File: config.mk
export PLATFORM = sky130hd
export DESIGN_NAME = object_mover_array
export DESIGN_NICKNAME = d
export VERILOG_FILES = /design/src/rtl/object_mover_pkg.sv /design/src/rtl/object_mover_array_axis_step.sv /design/src/rtl/object_mover_array.sv
export SDC_FILE = /design/constraint.sdc
export NUM_CORES = 1
export LEC_CHECK = 0
export CORE_ASPECT_RATIO = 2
export CORE_MARGIN = 8
export CORE_UTILIZATION = 53
export CTS_CLUSTER_SIZE = 20
export DETAILED_ROUTE_END_ITERATION = 6
export PLACE_DENSITY = 0.8
export SKIP_CTS_REPAIR_TIMING = 1
export SYNTH_ARGS = -nofsm -noshare
export SYNTH_HDL_FRONTEND = slang
export SYNTH_SLANG_ARGS = --single-unit
File: constraint.sdc
create_clock -name clk -period 9.81 [get_ports clk]
set_clock_uncertainty 0.1 [all_clocks]
set_input_delay 0.981 -clock clk [delete_from_list [all_inputs] [get_ports clk]]
set_output_delay 0.981 -clock clk [all_outputs]
set_load 0.03 [all_outputs]
File: src/rtl/object_mover_pkg.sv
// Shared types and constants for the object_mover_array sprite motion engine.
package object_mover_pkg;

    localparam int FIXED_POINT_MULTIPLIER = 64;

    typedef enum logic [1:0] {
        MODE_FREE   = 2'b00,
        MODE_BOUNCE = 2'b01,
        MODE_WRAP   = 2'b10
    } mover_mode_t;

    typedef enum logic [1:0] {
        IDLE  = 2'b00,
        SWEEP = 2'b01,
        DONE  = 2'b10
    } sweep_state_t;

    // The unused encoding 2'b11 moves like a free object.
    function automatic mover_mode_t decode_mode(input logic [1:0] raw);
        case (raw)
            2'b01:   return MODE_BOUNCE;
            2'b10:   return MODE_WRAP;
            default: return MODE_FREE;
        endcase
    endfunction

endpackage

File: src/rtl/object_mover_array_axis_step.sv
// Combinational single-axis motion step: hit reversal, optional gravity
// (OBJ_GRAVITY_EN), position add and free/bounce/wrap boundary resolution.
module axis_step
    import object_mover_pkg::*;
#(
    parameter int FRAC_BITS = 6,
    parameter int COORD_W   = 11,
    parameter int VEL_W     = 12,
    parameter int P_MIN     = 0,
    parameter int P_MAX     = 608
`ifdef OBJ_GRAVITY_EN
    ,
    parameter bit USE_GRAVITY = 1'b0,
    parameter int GRAVITY     = 4,
    parameter int VEL_LIMIT   = 640
`endif
) (
    input  logic [COORD_W+FRAC_BITS-1:0] pos_in,
    input  logic [VEL_W-1:0]             vel_in,
    input  logic [1:0]                   mode,
    input  logic                         hit,
    output logic [COORD_W+FRAC_BITS-1:0] pos_out,
    output logic [VEL_W-1:0]             vel_out,
    output logic                         escaped
);

    localparam int POS_W = COORD_W + FRAC_BITS;
    localparam int PIX_W = COORD_W + 1;
    localparam logic signed [PIX_W-1:0] PIX_MIN = PIX_W'(P_MIN);
    localparam logic signed [PIX_W-1:0] PIX_MAX = PIX_W'(P_MAX);
    localparam logic [POS_W-1:0] POS_MIN = {COORD_W'(P_MIN), {FRAC_BITS{1'b0}}};
    localparam logic [POS_W-1:0] POS_MAX = {COORD_W'(P_MAX), {FRAC_BITS{1'b0}}};

    // -MOST_NEG does not exist in two's complement; pin it to MOST_POS.
    function automatic logic [VEL_W-1:0] neg_sat(input logic [VEL_W-1:0] v);
        if (v == {1'b1, {(VEL_W-1){1'b0}}}) return {1'b0, {(VEL_W-1){1'b1}}};
        return -v;
    endfunction

`ifdef OBJ_GRAVITY_EN
    localparam logic signed [VEL_W+1:0] GRAV_V = (VEL_W+2)'(GRAVITY);
    localparam logic signed [VEL_W+1:0] VMAX_V = (VEL_W+2)'(VEL_LIMIT);
    localparam logic signed [VEL_W+1:0] VMIN_V = -VMAX_V;
    logic signed [VEL_W+1:0] vel_wide;
`endif

    mover_mode_t             mode_e;
    logic [VEL_W-1:0]        vel_hit;
    logic [VEL_W-1:0]        vel_eff;
    logic signed [POS_W:0]   pos_sum;
    logic signed [PIX_W-1:0] pix;
    logic                    below;
    logic                    above;

    assign mode_e = mover_mode_t'(mode);

    always_comb begin
        // NOTE: every output of a combinational block gets a value on every
        // path (defaults first), otherwise synthesis infers a latch.
        vel_hit = hit ? neg_sat(vel_in) : vel_in;
        vel_eff = vel_hit;
`ifdef OBJ_GRAVITY_EN
        vel_wide = $signed({{2{vel_hit[VEL_W-1]}}, vel_hit}) + GRAV_V;
        if (USE_GRAVITY) begin
            if (vel_wide > VMAX_V)      vel_eff = VMAX_V[VEL_W-1:0];
            else if (vel_wide < VMIN_V) vel_eff = VMIN_V[VEL_W-1:0];
            else                        vel_eff = vel_wide[VEL_W-1:0];
        end
`endif
        pos_sum = $signed({pos_in[POS_W-1], pos_in})
                + $signed({{(POS_W+1-VEL_W){vel_eff[VEL_W-1]}}, vel_eff});
        pix     = pos_sum[POS_W:FRAC_BITS];
        below   = pix < PIX_MIN;
        above   = pix > PIX_MAX;

        pos_out = pos_sum[POS_W-1:0];
        vel_out = vel_eff;
        escaped = 1'b0;
        case (mode_e)
            MODE_BOUNCE: begin
                if (below) begin
                    pos_out = POS_MIN;
                    vel_out = neg_sat(vel_eff);
                end else if (above) begin
                    pos_out = POS_MAX;
                    vel_out = neg_sat(vel_eff);
                end
            end
            MODE_WRAP: begin
                if (below)      pos_out = POS_MAX;
                else if (above) pos_out = POS_MIN;
            end
            default: escaped = below | above;
        endcase
    end

endmodule

File: src/rtl/object_mover_array.sv
// Per-frame sprite motion engine: sweeps N_OBJ objects one per cycle through a
// shared X/Y axis_step pair. Optional gravity on Y via OBJ_GRAVITY_EN.
module object_mover_array
    import object_mover_pkg::*;
#(
    parameter int N_OBJ     = 4,
    parameter int FRAC_BITS = $clog2(FIXED_POINT_MULTIPLIER),
    parameter int COORD_W   = 11,
    parameter int VEL_W     = 12,
    parameter int X_MIN     = 0,
    parameter int X_MAX     = 608,
    parameter int Y_MIN     = 0,
    parameter int Y_MAX     = 448
`ifdef OBJ_GRAVITY_EN
    ,
    parameter int GRAVITY   = 4,
    parameter int VY_MAX    = 640
`endif
) (
    input  logic                                        clk,
    input  logic                                        resetN,
    input  logic                                        startOfFrame,
    input  logic                                        spawn,
    output logic                                        spawn_ready,
    input  logic [((N_OBJ > 1) ? $clog2(N_OBJ) : 1)-1:0] spawn_id,
    input  logic [COORD_W-1:0]                          spawn_x,
    input  logic [COORD_W-1:0]                          spawn_y,
    input  logic [VEL_W-1:0]                            spawn_vx,
    input  logic [VEL_W-1:0]                            spawn_vy,
    input  logic [1:0]                                  spawn_mode,
    input  logic [N_OBJ-1:0]                            kill,
    input  logic [N_OBJ-1:0]                            hit_x,
    input  logic [N_OBJ-1:0]                            hit_y,
    output logic [N_OBJ-1:0][COORD_W-1:0]               topLeftX,
    output logic [N_OBJ-1:0][COORD_W-1:0]               topLeftY,
    output logic [N_OBJ-1:0]                            active,
    output logic                                        busy,
    output logic                                        frame_done,
    output logic                                        frame_overrun
);

    localparam int POS_W = COORD_W + FRAC_BITS;
    localparam int ID_W  = (N_OBJ > 1) ? $clog2(N_OBJ) : 1;
    localparam logic [ID_W-1:0] LAST_IDX = ID_W'(N_OBJ - 1);

    sweep_state_t    state_q, state_d;
    logic [ID_W-1:0] idx_q, idx_d;

    logic [POS_W-1:0] pos_x_q [N_OBJ];
    logic [POS_W-1:0] pos_x_d [N_OBJ];
    logic [POS_W-1:0] pos_y_q [N_OBJ];
    logic [POS_W-1:0] pos_y_d [N_OBJ];
    logic [VEL_W-1:0] vel_x_q [N_OBJ];
    logic [VEL_W-1:0] vel_x_d [N_OBJ];
    logic [VEL_W-1:0] vel_y_q [N_OBJ];
    logic [VEL_W-1:0] vel_y_d [N_OBJ];
    mover_mode_t      mode_q  [N_OBJ];
    mover_mode_t      mode_d  [N_OBJ];
    logic [N_OBJ-1:0] pend_x_q, pend_x_d;
    logic [N_OBJ-1:0] pend_y_q, pend_y_d;
    logic [N_OBJ-1:0] active_q, active_d;
    logic             overrun_q, overrun_d;

    logic [POS_W-1:0] nxt_px, nxt_py;
    logic [VEL_W-1:0] nxt_vx, nxt_vy;
    logic             esc_x, esc_y;

    // ---------------- sweep FSM ----------------
    always_ff @(posedge clk or negedge resetN) begin
        // NOTE: clocked state uses non-blocking (<=) so every flop samples
        // pre-edge values regardless of statement order.
        if (!resetN) begin
            state_q <= IDLE;
            idx_q   <= '0;
        end else begin
            state_q <= state_d;
            idx_q   <= idx_d;
        end
    end

    always_comb begin
        state_d = state_q;
        idx_d   = idx_q;
        case (state_q)
            IDLE: begin
                if (startOfFrame) begin
                    state_d = SWEEP;
                    idx_d   = '0;
                end
            end
            SWEEP: begin
                if (idx_q == LAST_IDX) state_d = DONE;
                else                   idx_d   = idx_q + ID_W'(1);
            end
            DONE:    state_d = IDLE;
            default: state_d = IDLE;
        endcase
    end

    always_comb begin
        busy        = (state_q != IDLE);
        frame_done  = (state_q == DONE);
        spawn_ready = (state_q == IDLE);
    end

    // ---------------- shared per-slot datapath ----------------
    axis_step #(
        .FRAC_BITS (FRAC_BITS),
        .COORD_W   (COORD_W),
        .VEL_W     (VEL_W),
        .P_MIN     (X_MIN),
        .P_MAX     (X_MAX)
    ) u_step_x (
        .pos_in  (pos_x_q[idx_q]),
        .vel_in  (vel_x_q[idx_q]),
        .mode    (mode_q[idx_q]),
        .hit     (pend_x_q[idx_q]),
        .pos_out (nxt_px),
        .vel_out (nxt_vx),
        .escaped (esc_x)
    );

    axis_step #(
        .FRAC_BITS   (FRAC_BITS),
        .COORD_W     (COORD_W),
        .VEL_W       (VEL_W),
        .P_MIN       (Y_MIN),
        .P_MAX       (Y_MAX)
`ifdef OBJ_GRAVITY_EN
        ,
        .USE_GRAVITY (1'b1),
        .GRAVITY     (GRAVITY),
        .VEL_LIMIT   (VY_MAX)
`endif
    ) u_step_y (
        .pos_in  (pos_y_q[idx_q]),
        .vel_in  (vel_y_q[idx_q]),
        .mode    (mode_q[idx_q]),
        .hit     (pend_y_q[idx_q]),
        .pos_out (nxt_py),
        .vel_out (nxt_vy),
        .escaped (esc_y)
    );

    // Priority per slot: sweep update, then spawn, then new hit pulses, kill last.
    always_comb begin
        pos_x_d   = pos_x_q;
        pos_y_d   = pos_y_q;
        vel_x_d   = vel_x_q;
        vel_y_d   = vel_y_q;
        mode_d    = mode_q;
        pend_x_d  = pend_x_q;
        pend_y_d  = pend_y_q;
        active_d  = active_q;
        overrun_d = overrun_q | (startOfFrame & busy);

        for (int i = 0; i < N_OBJ; i++) begin
            if (state_q == SWEEP && idx_q == ID_W'(i)) begin
                if (active_q[i]) begin
                    pos_x_d[i]  = nxt_px;
                    pos_y_d[i]  = nxt_py;
                    vel_x_d[i]  = nxt_vx;
                    vel_y_d[i]  = nxt_vy;
                    active_d[i] = !(esc_x || esc_y);
                end
                pend_x_d[i] = 1'b0;
                pend_y_d[i] = 1'b0;
            end
            if (spawn && spawn_ready && spawn_id == ID_W'(i)) begin
                pos_x_d[i]  = {spawn_x, {FRAC_BITS{1'b0}}};
                pos_y_d[i]  = {spawn_y, {FRAC_BITS{1'b0}}};
                vel_x_d[i]  = spawn_vx;
                vel_y_d[i]  = spawn_vy;
                mode_d[i]   = decode_mode(spawn_mode);
                active_d[i] = 1'b1;
                pend_x_d[i] = 1'b0;
                pend_y_d[i] = 1'b0;
            end
            // A pulse landing on the consumption edge survives to the next frame.
            pend_x_d[i] = pend_x_d[i] | hit_x[i];
            pend_y_d[i] = pend_y_d[i] | hit_y[i];
            if (kill[i]) active_d[i] = 1'b0;
        end
    end

    always_ff @(posedge clk or negedge resetN) begin
        if (!resetN) begin
            // NOTE: the object table is architectural state the game reads right
            // after reset, so every entry is reset rather than left as RAM.
            for (int i = 0; i < N_OBJ; i++) begin
                pos_x_q[i] <= '0;
                pos_y_q[i] <= '0;
                vel_x_q[i] <= '0;
                vel_y_q[i] <= '0;
                mode_q[i]  <= MODE_FREE;
            end
            pend_x_q  <= '0;
            pend_y_q  <= '0;
            active_q  <= '0;
            overrun_q <= 1'b0;
        end else begin
            pos_x_q   <= pos_x_d;
            pos_y_q   <= pos_y_d;
            vel_x_q   <= vel_x_d;
            vel_y_q   <= vel_y_d;
            mode_q    <= mode_d;
            pend_x_q  <= pend_x_d;
            pend_y_q  <= pend_y_d;
            active_q  <= active_d;
            overrun_q <= overrun_d;
        end
    end

    // Integer pixel = arithmetic shift right, i.e. floor of the fixed-point value.
    always_comb begin
        for (int i = 0; i < N_OBJ; i++) begin
            topLeftX[i] = pos_x_q[i][POS_W-1:FRAC_BITS];
            topLeftY[i] = pos_y_q[i][POS_W-1:FRAC_BITS];
        end
        active        = active_q;
        frame_overrun = overrun_q;
    end

endmodule

==> flow_summary.ini, run 1 <==
[synth]
synth_area_um2 = 15900
synth_top_family_by_area = compound AO/OA/AOI/OAI gates
synthArstFlopShare = 1.00
synth_edf_count = 0
ys.flop_type = dfrtp_1
yosysTopAreaCell = dfrtp_1
synthMuxAreaShare = 0.0904
synthAdderAreaFrac = 0.0306
yosysMostFrequentCell = dfrtp_1
synth-xor-area-share = 0.0252
synth_top_area_share = 0.404
yosys.area_share.simple = 0.107
avgSynthCellArea_um2 = 9.95
ys_warn_count = 0
synth_cells = 1601
ys_seq_area_frac = 0.404
synth.distinct_cells = 94
synth_nets = 1704
synth_compound_area_frac = 0.265
ys_ff_latch = 257
ys_top_cells_by_count = dfrtp_1, a22oi_1, o21ai_0
synthTopCellsByArea = dfrtp_1, mux4_2, a22oi_1

[final_layout]
syn_to_final_growth_pct = 13.3
multi_input_area_um2 = 8310
nets = 1729
fillers = 2425
drive_above_1_share = 0.122
seq_area_um2 = 6440

[worst_setup_path]
critPathSlowestCell = dfrtp_4
critPathMaxFanout = 47
reg2reg_to = topLeftY[12]$_DFFE_PN0P_
reg2reg_slack_ns = 1.85
critPathKind = reg -> reg
ff2ff_path_depth = 20
crit_chain = mux4_2, or3_1, or4_1, or4_1, and2_1, inv_1, ha_1, a21oi_1, nand2_1, o2111ai_1, a211oi_1, o2111ai_1, a41oi_2, nor4bb_1, o2111ai_1, a32oi_2, inv_2, o21ai_1, nand2_1, o21ai_0
crit_top_cell = o2111ai_1
cp_slowest_stage_delay_ns = 1.01
r2r-start = idx_q[0]$_DFFE_PN0P_
critPathRequiredTime_ns = 10.16
worstSetupEndpointType = register
start_kind = register
cp.arrival_ns = 8.31

[drt]
routed_wl_um = 50500
via_per_inst = 6.82
drtIter0Drc = 1404
final_antenna_net_count = 0
drc = 5
drt_first_pass_iters = 7
vias = 13736
routedWlPerCell_um = 25.1

[timing]
worst_hold_slack_ns = 0.364
finalSetupViolations = 0
fmax_mhz = 126
final.setup.tns_ns = 0
hold_violations = 0
final_max_slew_viol_count = 0
min_period_over_period = 0.811
rsz0062_at_grt = no
max_slew_margin = 0.214
tightest_slew_ns = 1.16
fin_crit_ns = 7.96

[grt]
grt_max_degree = 121
grt_pass1_vias = 13847
overflow = 0
grt_antenna_before_repair = 0
grt_pass1_wl_um = 79200
track_usage = 0.273

[worst_hold_path]
hold_path_startpoint = frame_overrun$_DFF_PN0_
whs_endpoint = frame_overrun$_DFF_PN0_
hold_depth = 1
hold_class = reg -> reg

[floorplan]
die_w_um = 139
start_util = 0.534
die-area_um2 = 36200
io_pins = 162
core_um2 = 29800
die_y_um = 261
rows = 90

[clock_network]
cts_htree_levels = 1
cts_tree = done
cts-root-buf = clkbuf_16
insertion_delay_ns = 0.57
cts.sinks = 257
clock_path_buffers = 3
clkTransAtPathRegs_ns = 0.07
cts_buffers = 26

[outcome]
status = complete, but fails checks
failed_checks = DRC

[place]
place_congestion = 0.974
port_buffers = 161
hpwl_um = 34800

[run]
cap_violations = 0
==> cells by family (layout without fill, tap and decap cells) <==
family	after synthesis	in the layout
xor gates and xnor gates	45	45
DFF	257	257
AOI/OAI and AO/OA	628	628
muxes	66	66
other	0	1
and+or+nand+nor	340	340
adders and majority gates	38	38
buffers and inverters	227	271
==> flip-flops by register name (all words and copies together), names as in the netlist <==
register,count
topLeftX,44
vel_y_q,48
pos_y_q,24
active,4
frame_overrun,1
pos_x_q,24
topLeftY,44
mode_q,8
pend_y_q,4
pend_x_q,4
state_q,2
vel_x_q,48
idx_q,2
==> cell usage in the layout (no fill, tap or decap), types with 15 or more instances in the layout <==
master	n
mux4_2	62
xor2_1	19
dfrtp_1	255
nand2_1	119
ha_1	35
a21o_1	17
nor2_1	57
xnor2_1	25
nand2b_1	19
a22o_1	37
a22oi_1	177
clkbuf_16	26
nand3_1	20
and3_1	15
o21ai_1	66
a21oi_1	40
inv_1	43
a31o_2	15
buf_4	17
nor3_1	19
o21ai_0	169
clkdlybuf4s50_1	160
==> worst max-delay path, delay by kind of cell, from the launching register on <==
family          cells  cell delay [ns]
simple gates        7             2.63
mux                 1             0.64
buf+inv             2             0.14
flops               1             1.01
compound gates      9             3.01
fa+ha+maj           1             0.28
==> worst max path at each step <==
stage | startpoint | end | slack (ns)
after global routing | idx_q[0]$_DFFE_PN0P_ | topLeftY[12]$_DFFE_PN0P_ | 1.25
after CTS | idx_q[0]$_DFFE_PN0P_ | topLeftY[12]$_DFFE_PN0P_ | 1.86
after floorplan | idx_q[0]$_DFFE_PN0P_ | vel_x_q[18]$_DFFE_PN0P_ | 3.41
final | idx_q[0]$_DFFE_PN0P_ | topLeftY[12]$_DFFE_PN0P_ | 1.85
after global placement | idx_q[0]$_DFFE_PN0P_ | topLeftY[26]$_DFFE_PN0P_ | 2.28
after detailed placement | idx_q[0]$_DFFE_PN0P_ | topLeftY[4]$_DFFE_PN0P_ | 1.98
==> layout make-up <==
| cell class | count | share of cell area |
|---|---|---|
| Inverter | 46 | 0.00964 |
| Clock buffer | 28 | 0.0370 |
| Antenna cell | 1 | 0.000139 |
| Clock inverter | 19 | 0.0135 |
| Timing Repair Buffer | 178 | 0.0967 |
| Sequential cell | 257 | 0.357 |
| Multi-Input combinational cell | 1117 | 0.461 |
| Tap cell | 368 | 0.0255 |
==> metal layers <==
layer  vias up  GRT usage  wire length, um
li1       6026          -                -
met1      6732      0.319            18300
met4         0      0.183             3430
met3       172     0.0505             4300
met5         -          0                0
met2       806      0.454            24600
==> per-stage QoR <==
stage	setup WS [ns]	area [um^2]	cells	utilization
after floorplan	3.41	15900	1601	-
after global placement	2.28	17100	1966	0.574
after detailed placement	1.98	17100	1966	0.574
after CTS	1.86	18000	2013	0.605
after global routing	1.25	18000	2013	0.605
final	1.85	18000	2014	0.605
Power of run 1 is not shown: default switching activity piles up to over one toggle a cycle in this logic, so the estimate is an artifact.
==> run 2: changes to the inputs <==
Settings changed: PLACE_DENSITY 0.8 to 0.83.
Clock period 9.81 ns to 7.2 ns, I/O delays scaled along.
==> flow_summary.ini, run 2 (synthesized netlist as in run 1, its figures left out) <==
[timing]
worst_hold_slack_ns = 0.0457
fmax_mhz = 147
rsz0062_at_grt = no
tightest_slew_ns = 0.962
hold_violations = 0
finalSetupViolations = 0
max_slew_margin = 0.357
final.setup.tns_ns = 0
min_period_over_period = 0.946
fin_crit_ns = 6.81
final_max_slew_viol_count = 0

[final_layout]
layout_common_cells = dfrtp_1, a22oi_1, o21ai_0, clkdlybuf4s50_1, nand2_1
fin_cells = 2024
drive_above_1_share = 0.125
top_regs = vel_x_q: 48 flops, vel_y_q: 48 flops
syn_to_final_growth_pct = 13.4
final_util = 0.605
final_common_cell = dfrtp_1
nets = 1738

[outcome]
status = finished clean

[floorplan]
die_y_um = 261
core_um2 = 29800
die-area_um2 = 36200
die_w_um = 139
start_util = 0.534
io_pins = 162
rows = 90

[drt]
final_antenna_net_count = 0
vias = 14104
drc = 0
routedWlPerCell_um = 25.1
drt_first_pass_iters = 6
routed_wl_um = 50800
drtIter0Drc = 1430
via_per_inst = 6.97

[worst_setup_path]
critPathKind = reg -> reg
critPathRequiredTime_ns = 7.56
crit_top_cell = buf_4
critPathMaxFanout = 14
cp.arrival_ns = 7.17
critPathSlowestCell = or4_1
cp_slowest_stage_delay_ns = 0.68
start_kind = register
reg2reg_slack_ns = 0.39
worstSetupEndpointType = register
crit_chain = mux4_2, or3_1, or4_1, or4_1, and2_1, inv_1, ha_1, a21oi_1, nand2_1, o2111ai_1, a211oi_1, buf_4, o2111ai_1, a41oi_2, o221ai_1, a211o_1, a32oi_2, buf_4, inv_2, o21ai_1, buf_4, nand2_1, o21ai_0

[grt]
grt_pass1_wl_um = 80100
track_usage = 0.275
grt_max_degree = 163
grt_pass1_vias = 14307
grt_antenna_before_repair = 2
overflow = 0

[clock_network]
cts.sinks = 257
cts-root-buf = clkbuf_16
insertion_delay_ns = 0.56
clkTransAtPathRegs_ns = 0.07
cts_buffers = 25
clock_path_buffers = 3
cts_htree_levels = 1
cts_tree = done

[place]
dpl.cell_count = 1976
hpwl_um = 35000
port_buffers = 161
place_congestion = 0.966

[worst_hold_path]
hold_class = in -> async

[run]
cap_violations = 0
run 2: worst max-delay path: cells and delay by family (launching register included):
family / cells / cell delay, ns
compound gates: 10 / 2.27
simple gates: 6 / 2.15
buf+inv: 5 / 0.72
mux: 1 / 0.58
flops: 1 / 0.57
fa+ha+maj: 1 / 0.30
run 2: through the flow:
stage	setup slack, ns	instance area, um^2
after floorplan	0.805	15900
final	0.387	18100
after global routing	0.0203	18100
after CTS	0.391	18000
after global placement	0.535	17200
after detailed placement	0.410	17200
run 2: metal layers:
metal | vias up | share of wire | global-route usage
met3 | 189 | 0.092 | 0.0496
li1 | 6049 | - | -
met4 | 0 | 0.061 | 0.181
met2 | 989 | 0.50 | 0.463
met5 | - | 0 | 0
met1 | 6877 | 0.35 | 0.316
run 2: cell type report:
cell class | count | area (um^2)
well taps | 368 | 460
clock buffers | 37 | 751
flip-flops and latches | 257 | 6440
clock inverters | 9 | 78.8
fillers | 2404 | 11800
diodes | 2 | 5.00
inverters | 46 | 174
repair buffers | 188 | 1840
multi-input cells | 1117 | 8320
run 2: worst paths after layout:
| kind | start | to | cells past startpoint |
|---|---|---|---|
| setup / recovery | idx_q[0]$_DFFE_PN0P_ | topLeftY[36]$_DFFE_PN0P_ | 23 |
| hold / removal | resetN | frame_overrun$_DFF_PN0_ | 1 |
| setup reg to reg | idx_q[0]$_DFFE_PN0P_ | topLeftY[36]$_DFFE_PN0P_ | 23 |
| hold reg to reg | frame_overrun$_DFF_PN0_ | frame_overrun$_DFF_PN0_ | 1 |
| max in group asynchronous | resetN | vel_x_q[47]$_DFFE_PN0P_ | 2 |
| min in group clk | frame_overrun$_DFF_PN0_ | frame_overrun$_DFF_PN0_ | 1 |
Power of run 2 is left out for the same reason.
==> run 3: changes to the inputs <==
Settings changed: CORE_UTILIZATION 53 to 45, PLACE_DENSITY 0.83 to 0.73.
==> flow_summary.ini, run 3 (synthesized netlist as in run 1, its figures left out) <==
[timing]
setup_ws_ns = 0.392
min_period_over_period = 0.945
rsz0062_at_grt = no
tightest_slew_ns = 1.02
fin_crit_ns = 6.81
max_slew_margin = 0.318
fmax_mhz = 147
finalSetupViolations = 0
final.setup.tns_ns = 0
hold_violations = 0
final_max_slew_viol_count = 0
worst_hold_slack_ns = 0.0508

[grt]
grt_pass1_wl_um = 83200
overflow = 0
grt_max_degree = 178
grt_pass1_vias = 14370
track_usage = 0.254
grt_antenna_before_repair = 4

[place]
hpwl_um = 36600
port_buffers = 161
dpl_cell_area_um2 = 17300
post-place-ws_ns = 0.483
place_congestion = 0.928

[worst_setup_path]
cp.arrival_ns = 7.10
critPathRequiredTime_ns = 7.49
critPathMaxFanout = 16
worstSetupEndpointType = register
critPathKind = reg -> reg
start_kind = register

[clock_network]
clkTransAtPathRegs_ns = 0.08
clock_path_buffers = 3
insertion_delay_ns = 0.55
cts_tree = done
cts.sinks = 257
cts_buffers = 24
cts_htree_levels = 1
cts-root-buf = clkbuf_16

[final_layout]
layout_common_cells = dfrtp_1, a22oi_1, o21ai_0, clkdlybuf4s50_1, nand2_1
top_regs = vel_x_q: 48 flops, vel_y_q: 48 flops
final_cell_area_um2 = 18200
syn_to_final_growth_pct = 14.4
nets = 1736
fillers = 3163
final_common_cell = dfrtp_1
drive_above_1_share = 0.122

[drt]
vias = 13947
routed_wl_um = 54400
via_per_inst = 6.64
drt_first_pass_iters = 6
drtIter0Drc = 1260
routedWlPerCell_um = 25.9
final_antenna_net_count = 0
drc = 0

[floorplan]
die_w_um = 149
rows = 97
start_util = 0.456
io_pins = 162
die-area_um2 = 42000
core_um2 = 35000
die_y_um = 282

[outcome]
status = finished clean

[worst_hold_path]
hold_class = in -> async

[run]
cap_violations = 0
## run 3: cell count changes in the layout (fill, tap and decap cells not counted)
cell	delta
buf_6	-1
clkinv_4	+1
clkbuf_1	+1
clkbuf_8	-7
clkinv_2	-5
buf_4	-2
a211oi_1	+1
bufinv_16	+4
buf_12	+2
a211oi_2	-1
clkinvlp_4	+3
diode_2	+2
clkinv_8	+1
## run 3: final cells by class
cell class                      count  area [um^2]  area share
Clock buffer                       31          658      0.0361
Inverter                           46          174     0.00955
Clock inverter                     13          221      0.0122
Antenna cell                        4         10.0    0.000549
Tap cell                          445          557      0.0306
Timing Repair Buffer              187         1850       0.102
Multi-Input combinational cell   1117         8310       0.456
Sequential cell                   257         6440       0.353
## run 3: metal layers
metal | vias to the layer above | GRT usage | routed length [um] | part of all wire
met5 | - | 0 | 0 | 0
met4 | 0 | 0.169 | 3390 | 0.062
met3 | 179 | 0.0399 | 3620 | 0.067
met2 | 714 | 0.451 | 28300 | 0.52
met1 | 7020 | 0.273 | 19000 | 0.35
li1 | 6034 | - | - | -
## run 3: path summary, 6_finish.rpt
| check | from | to | slack [ns] | depth (start not counted) |
|---|---|---|---|---|
| min in group clk | frame_overrun$_DFF_PN0_ | frame_overrun$_DFF_PN0_ | 0.37 | 1 |
| worst max-delay path | idx_q[0]$_DFFE_PN0P_ | vel_y_q[47]$_DFFE_PN0P_ | 0.39 | 20 |
| worst max register to register | idx_q[0]$_DFFE_PN0P_ | vel_y_q[47]$_DFFE_PN0P_ | 0.39 | 20 |
| max in group asynchronous | resetN | idx_q[0]$_DFFE_PN0P_ | 5.46 | 2 |
| worst min register to register | frame_overrun$_DFF_PN0_ | frame_overrun$_DFF_PN0_ | 0.37 | 1 |
| worst min-delay path | resetN | pos_x_q[51]$_DFFE_PN0P_ | 0.05 | 1 |
## run 3: critical path, cell delays in order, from the launching register on
cell and delay (ns):
dfrtp_4 0.48, mux4_2 0.56, or3_1 0.42, or4_1 0.59, or4_1 0.68, and2_1 0.22, inv_1 0.10, ha_1 0.18
o21ai_0 0.08, nor2_1 0.21, o2111ai_1 0.17, a211oi_1 0.61, o2111ai_1 0.22, a41oi_2 0.36, nor4bb_1 0.29, o2111ai_1 0.19
a32oi_2 0.39, nand2b_4 0.30, nor3_1 0.09, a21oi_2 0.29, o21ai_0 0.13
## run 3: metrics by stage
stage,utilization,std cells
floorplan,-,1601
global placement,0.496,2052
detailed placement,0.496,2052
CTS,0.521,2096
global route,0.521,2100
finish,0.521,2100
Power of run 3 is left out for the same reason.
